$ cat config.mk
export PLATFORM = sky130hd
export DESIGN_NAME = log_readout_ctrl
export DESIGN_NICKNAME = d
export VERILOG_FILES = /design/src/rtl/log_readout_ctrl.sv
export SDC_FILE = /design/constraint.sdc
export NUM_CORES = 1
export LEC_CHECK = 0
export CAP_MARGIN = 20
export CORE_ASPECT_RATIO = 0.9
export CORE_UTILIZATION = 50
export CTS_CLUSTER_DIAMETER = 40
export DETAILED_ROUTE_END_ITERATION = 6
export PLACE_DENSITY = 0.95
export SLEW_MARGIN = 25
export SYNTH_ARGS = -nofsm -noshare
export SYNTH_HDL_FRONTEND = slang
export SYNTH_SLANG_ARGS = --single-unit
$ cat constraint.sdc
create_clock -name CGRA_CLK_I -period 5 [get_ports CGRA_CLK_I]
set_clock_uncertainty 0.05 [all_clocks]
set_input_delay 0.75 -clock CGRA_CLK_I [delete_from_list [all_inputs] [get_ports CGRA_CLK_I]]
set_output_delay 0.75 -clock CGRA_CLK_I [all_outputs]
set_load 0.02 [all_outputs]
$ cat src/rtl/log_readout_ctrl.sv
// Readout sequencer for double-buffered log PEs: after each CGRA sync it walks the masked
// logs in ascending order, reads LEN words from each and streams them out via a 2-entry FIFO.
module log_readout_ctrl #(
  parameter int unsigned NUM_LOGS       = 4,
  parameter int unsigned LOG_ADDR_WIDTH = 8,
  parameter int unsigned DATA_WIDTH     = 32
) (
  input  logic                           CGRA_CLK_I,
  input  logic                           RST_I,
  input  logic                           EN_I,
  input  logic                           SYNC_IN_I,
  input  logic [LOG_ADDR_WIDTH:0]        LOG_LEN_I,
  input  logic [NUM_LOGS-1:0]            LOG_MASK_I,
  output logic [LOG_ADDR_WIDTH-1:0]      LOG_READ_ADDR_O,
  output logic [NUM_LOGS-1:0]            LOG_READ_EN_O,
  input  logic [NUM_LOGS*DATA_WIDTH-1:0] LOG_DATA_I,
  output logic [DATA_WIDTH-1:0]          M_DATA_O,
  output logic                           M_LAST_O,
  output logic                           M_VALID_O,
  input  logic                           M_READY_I,
  output logic                           LOG_TRANSACTIONS_DONE_O,
  output logic                           BUSY_O,
  output logic                           OVERRUN_O,
  input  logic                           CLEAR_OVERRUN_I
);

  localparam int unsigned IdxW = (NUM_LOGS > 1) ? $clog2(NUM_LOGS) : 1;
  localparam int unsigned AW   = LOG_ADDR_WIDTH + 1;

  typedef enum logic [1:0] {StIdle, StRead, StDrain, StDone} state_e;

  state_e                  state_q;
  logic                    primed_q;
  logic                    overrun_q;
  logic [AW-1:0]           len_q;
  logic [AW-1:0]           addr_q;
  logic [NUM_LOGS-1:0]     mask_q;
  logic [IdxW-1:0]         idx_q;
  logic                    inflight_q;
  logic                    inflight_last_q;
  logic [IdxW-1:0]         inflight_idx_q;
  logic [DATA_WIDTH-1:0]   fifo_data_q [2];
  logic [1:0]              fifo_last_q;
  logic                    wr_ptr_q;
  logic                    rd_ptr_q;
  logic [1:0]              count_q;

  logic                    pop;
  logic                    push;
  logic                    issue;
  logic                    empty_xfer;
  logic                    last_addr;
  logic                    has_next;
  logic                    start;
  logic [2:0]              occupancy;
  logic [IdxW-1:0]         first_idx;
  logic [IdxW-1:0]         next_idx;
  logic [DATA_WIDTH-1:0]   cap_data;

  always_comb begin
    first_idx = '0;
    next_idx  = '0;
    has_next  = 1'b0;
    cap_data  = '0;
    // Descending scans so the lowest qualifying index wins.
    for (int i = NUM_LOGS - 1; i >= 0; i--) begin
      if (LOG_MASK_I[i]) first_idx = IdxW'(i);
      if (mask_q[i] && (i > int'(idx_q))) begin
        next_idx = IdxW'(i);
        has_next = 1'b1;
      end
      if (inflight_idx_q == IdxW'(i)) cap_data = LOG_DATA_I[i*DATA_WIDTH +: DATA_WIDTH];
    end
  end

  always_comb begin
    pop        = M_VALID_O & M_READY_I;
    push       = inflight_q & EN_I;
    occupancy  = {1'b0, count_q} + {2'b00, inflight_q} - {2'b00, pop};
    empty_xfer = (len_q == '0) || (mask_q == '0);
    last_addr  = (addr_q == (len_q - AW'(1)));
    issue      = EN_I && (state_q == StRead) && !empty_xfer && (occupancy < 3'd2);
    start      = EN_I && SYNC_IN_I && primed_q && ((state_q == StIdle) || (state_q == StDone));

    LOG_READ_EN_O = '0;
    if (issue) LOG_READ_EN_O[idx_q] = 1'b1;
    LOG_READ_ADDR_O         = addr_q[LOG_ADDR_WIDTH-1:0];
    M_VALID_O               = (count_q != 2'd0);
    M_DATA_O                = fifo_data_q[rd_ptr_q];
    M_LAST_O                = M_VALID_O & fifo_last_q[rd_ptr_q];
    LOG_TRANSACTIONS_DONE_O = (state_q == StDone);
    BUSY_O                  = (state_q != StIdle);
    OVERRUN_O               = overrun_q;
  end

  always_ff @(posedge CGRA_CLK_I) begin
    if (RST_I) begin
      state_q         <= StIdle;
      primed_q        <= 1'b0;
      overrun_q       <= 1'b0;
      len_q           <= '0;
      addr_q          <= '0;
      mask_q          <= '0;
      idx_q           <= '0;
      inflight_q      <= 1'b0;
      inflight_last_q <= 1'b0;
      inflight_idx_q  <= '0;
      fifo_data_q[0]  <= '0;
      fifo_data_q[1]  <= '0;
      fifo_last_q     <= '0;
      wr_ptr_q        <= 1'b0;
      rd_ptr_q        <= 1'b0;
      count_q         <= '0;
    end else begin
      // The stream side keeps draining even while disabled.
      if (pop) rd_ptr_q <= ~rd_ptr_q;
      if (push) begin
        fifo_data_q[wr_ptr_q] <= cap_data;
        fifo_last_q[wr_ptr_q] <= inflight_last_q;
        wr_ptr_q              <= ~wr_ptr_q;
      end
      count_q <= count_q + {1'b0, push} - {1'b0, pop};

      if (EN_I) begin
        inflight_q <= issue;
        if (issue) begin
          inflight_idx_q  <= idx_q;
          inflight_last_q <= last_addr && !has_next;
        end

        if (SYNC_IN_I && ((state_q == StRead) || (state_q == StDrain))) overrun_q <= 1'b1;
        else if (CLEAR_OVERRUN_I)                                       overrun_q <= 1'b0;

        if (start) begin
          state_q <= StRead;
          len_q   <= LOG_LEN_I;
          mask_q  <= LOG_MASK_I;
          idx_q   <= first_idx;
          addr_q  <= '0;
        end else begin
          unique case (state_q)
            StIdle: if (SYNC_IN_I) primed_q <= 1'b1;
            StRead: begin
              if (empty_xfer) begin
                state_q <= StDone;
              end else if (issue) begin
                if (!last_addr) begin
                  addr_q <= addr_q + AW'(1);
                end else if (has_next) begin
                  idx_q  <= next_idx;
                  addr_q <= '0;
                end else begin
                  state_q <= StDrain;
                end
              end
            end
            // Leave as soon as the final word is being accepted.
            StDrain: begin
              if (!inflight_q && ((count_q == 2'd0) || ((count_q == 2'd1) && pop))) begin
                state_q <= StDone;
              end
            end
            StDone: state_q <= StIdle;
            default: state_q <= StIdle;
          endcase
        end
      end
    end
  end

endmodule

==> metrics.md <==
| Metric | Value |
|---|---|
| Status | completed |
| Hold Path Depth | 2 |
| Synth Flop Type | edfxtp_1 |
| Yosys reg bits | 103 |
| Syn avg cell area | 11.34 sq um |
| Max Cap Viol | 0 |
| Worst slew margin | 0.3285 |
| Vias in the first global route | 5115 |
| Detailed-route wire length | 16100 um |
| I/O pin count | 196 |
| Root Buffer | clkbuf_16 |
| Cell count after synthesis | 518 |
| Seq pwr share | 0.472 |
| Area of placed instances | 7906 sq um |
| RR Startpoint | count_q[1] |
| Peak supply drop | 192.0 uV |
| Post-DR wirelength/cell | 18.89 um |
| Initial antenna violation count | 1 |
| Distinct cells, synth | 57 |
| Part of the Yosys area used for sequential elements | 0.4601 |
| CTS sink count | 103 |
| Clk Latency, worst-skew pair | 340 ps |
| Router iterations before antenna repair | 6 |
| Final RePlAce weighted congestion | 0.8544 |
| Setup CP Type | input pin to primary output |
| CP endpoint kind | primary output |
| Die H | 104.8 um |
| Worst-path clk slew | 70 ps |
| Mapped cell area | 5874 sq um |
| Startpoint Class | input pin |
| Highest Clock Rate | 221.4 MHz |
| R2r endpoint | state_q[1] |
| Buffers on Ports | 195 |
| Internal power | 1534 uW |
| HP Class | flop to flop |
| Reg2reg setup slack | 1610 ps |
| Fin. max-slew vios | 0 |
| Pleak | 0.002956 uW |
| First-pass GRT wire length | 25270 um |
| Hold Fails Final Rpt | 0 |
| RSZ-0062 raised after global routing | false |
| Vias per cell | 5.657 |
| Final setup vio count | 0 |
| Area grow syn2layout | 39.43% |
| CORE AREA | 11430 sq um |
| CTS tree | done |
| WP data required | 4200 ps |
| Post-CTS Repair Setup Buffers | 0 |
| Worst Hold Path EP | mask_q[0] |
| Routed via count | 4820 |
| Sw Pwr | 565.8 uW |
| Hold Crit Start | mask_q[0] |
| Syn_nets | 677 |
| CP max FO | 4 |
| Setup TNS | 0 ps |
| Sw Ratio | 0.2694 |
| ANT nets after route | 0 |
| Clk network pwr share | 0.318 |
| Die Wd | 116.3 um |
| Combinational share of power | 0.211 |
| Initial Utilization | 0.5137 |
| Cts hold-fix bufs | 0 |
| Nets | 850 |
| Detailed router's first-iteration violation count | 384 |
| HPWL Detailed | 12030 um |
| Period utilization | 0.9031 |
| PwrDens | 256.4 nW/um^2 |
| Clk buf depth | 2 |
| Yosys warnings | 0 |
| Pin count of the biggest net entering global routing | 34 |
| TritonCTS buffer count | 9 |
| Site row count | 37 |
| Worst R2R Path Depth | 13 |
| Minimum clock period | 4516 ps |
| GRT Total Usage | 0.2706 |
| Worst-margin pin slew | 1005 ps |
| Share of layout cells above drive strength 1 | 0.1367 |
| Post-route cell area | 8190 sq um |
| Die area | 12190 sq um |
| GR Overflow Total | 0 |
| Post-synthesis async set-or-reset flop share | 0 |
| Worst path arrival time | 3720 ps |
| DR DRC count | 0 |
| H-Tree Depth | 3 |
| CTS resizes | 0 |
| Number of synthesized flops with an enable pin | 64 |
how the worst max path moves through the flow:
stage	end	startpoint	cells past startpoint
after global placement	LOG_READ_EN_O[2]	M_READY_I	11
after detailed placement	LOG_READ_EN_O[3]	M_READY_I	11
after floorplan	LOG_READ_EN_O[0]	M_READY_I	9
after global routing	LOG_READ_EN_O[3]	M_READY_I	11
final	LOG_READ_EN_O[3]	M_READY_I	11
after CTS	LOG_READ_EN_O[3]	M_READY_I	11
cells in the final DEF, fill, tap and decap left out, types with 2 or more instances in the layout:
cell,count
and3_1,6
o31ai_1,2
clkbuf_16,9
buf_4,7
xor2_1,9
nor4_1,2
xnor2_1,7
a21oi_1,23
edfxtp_1,64
o41ai_1,2
nor2_1,28
mux4_2,32
ha_1,11
inv_1,22
nor3_1,7
o211ai_1,3
clkdlybuf4s50_1,195
nand3_1,5
a31oi_1,4
dfxtp_1,38
o2bb2ai_1,2
mux2_2,33
o22ai_1,7
o21ai_0,13
mux2_1,2
nand2b_1,3
nand4b_1,2
nor2b_1,5
nand4_1,3
nand2_1,47
and2_1,69
flip-flops by register name (all words and copies together) (netlist names), 2 cells and up, named ones only:
name and cells:
mask_q 4, inflight_idx_q 2, fifo_last_q 2, len_q 9
fifo_data_q 64, count_q 2, state_q 2, idx_q 2
addr_q 9
power groups by stage:
| stage | Sequential, uW | Clock, uW | Combinational [uW] |
|---|---|---|---|
| finish | 991 | 667 | 442 |
| global route | 997 | 711 | 475 |
| CTS | 990 | 672 | 440 |
| detailed placement | 1010 | 0 | 436 |
| global placement | 1000 | 0 | 420 |
| floorplan | 989 | 0 | 247 |
logic make-up (layout without fill, tap and decap cells):
logic type	Yosys count	count (layout)	synth area share
AOI/OAI and AO/OA	71	71	0.08200
xor gates and xnor gates	16	16	0.02386
adders and majority gates	12	12	0.02684
buffers and inverters	62	239	0.04686
DFF	103	103	0.4601
muxes	68	68	0.1915
other	0	1	0
and+or+nand+nor	186	186	0.1689
layout make-up:
class,count,area [sq um]
fillers,798,3244
multi-input cells,353,2918
flip-flops and latches,103,2706
repair buffers,202,2004
clock buffers,9,225.2
well taps,156,195.2
inverters,22,82.58
clock inverters,6,56.30
diodes,1,2.502
stage by stage:
step             util  worst slack [ps]  std cells  hold slack (ps)  total power [uW]
5_1_grt        0.7163             292.6        852            445.3              2183
4_1_cts        0.7161             538.8        851            418.6              2102
6_report       0.7163             484.3        852            419.2              2100
3_3_place_gp   0.6912             638.7        836            393.9              1423
2_1_floorplan       -              1463        518            386.3              1236
3_5_place_dp   0.6914             540.2        836            407.7              1445
worst max-delay path: stages:
cell and delay, ps:
clkdlybuf4s50_1 480, and2_1 180, ha_1 240, nand2b_1 160, fa_1 400, xor2_1 170, nor2_1 260, and2_1 240
nand2_1 110, nor2_1 120, clkdlybuf4s50_1 620
synthesized netlist by cell type, types with 9 or more instances:
library cell / instances / area, sq um
nor2_1: 28 / 105.1
and2_1: 69 / 431.7
mux4_2: 32 / 720.7
o21ai_0: 13 / 65.06
mux2_2: 33 / 371.6
edfxtp_1: 64 / 1922
a21oi_1: 23 / 115.1
inv_1: 22 / 82.58
xor2_1: 9 / 78.83
nand2_1: 47 / 176.4
ha_1: 11 / 137.6
dfxtp_1: 39 / 780.8
clkbuf_1: 20 / 75.07
per-layer routing:
layer | wire (um) | part of all wire | global-route usage
met2 | 8532 | 0.53 | 0.4831
met3 | 1106 | 0.069 | 0.06613
met4 | 556 | 0.035 | 0.1245
met1 | 5901 | 0.37 | 0.2973
met5 | 0 | 0 | 0
(Power assumes the default switching activity.)
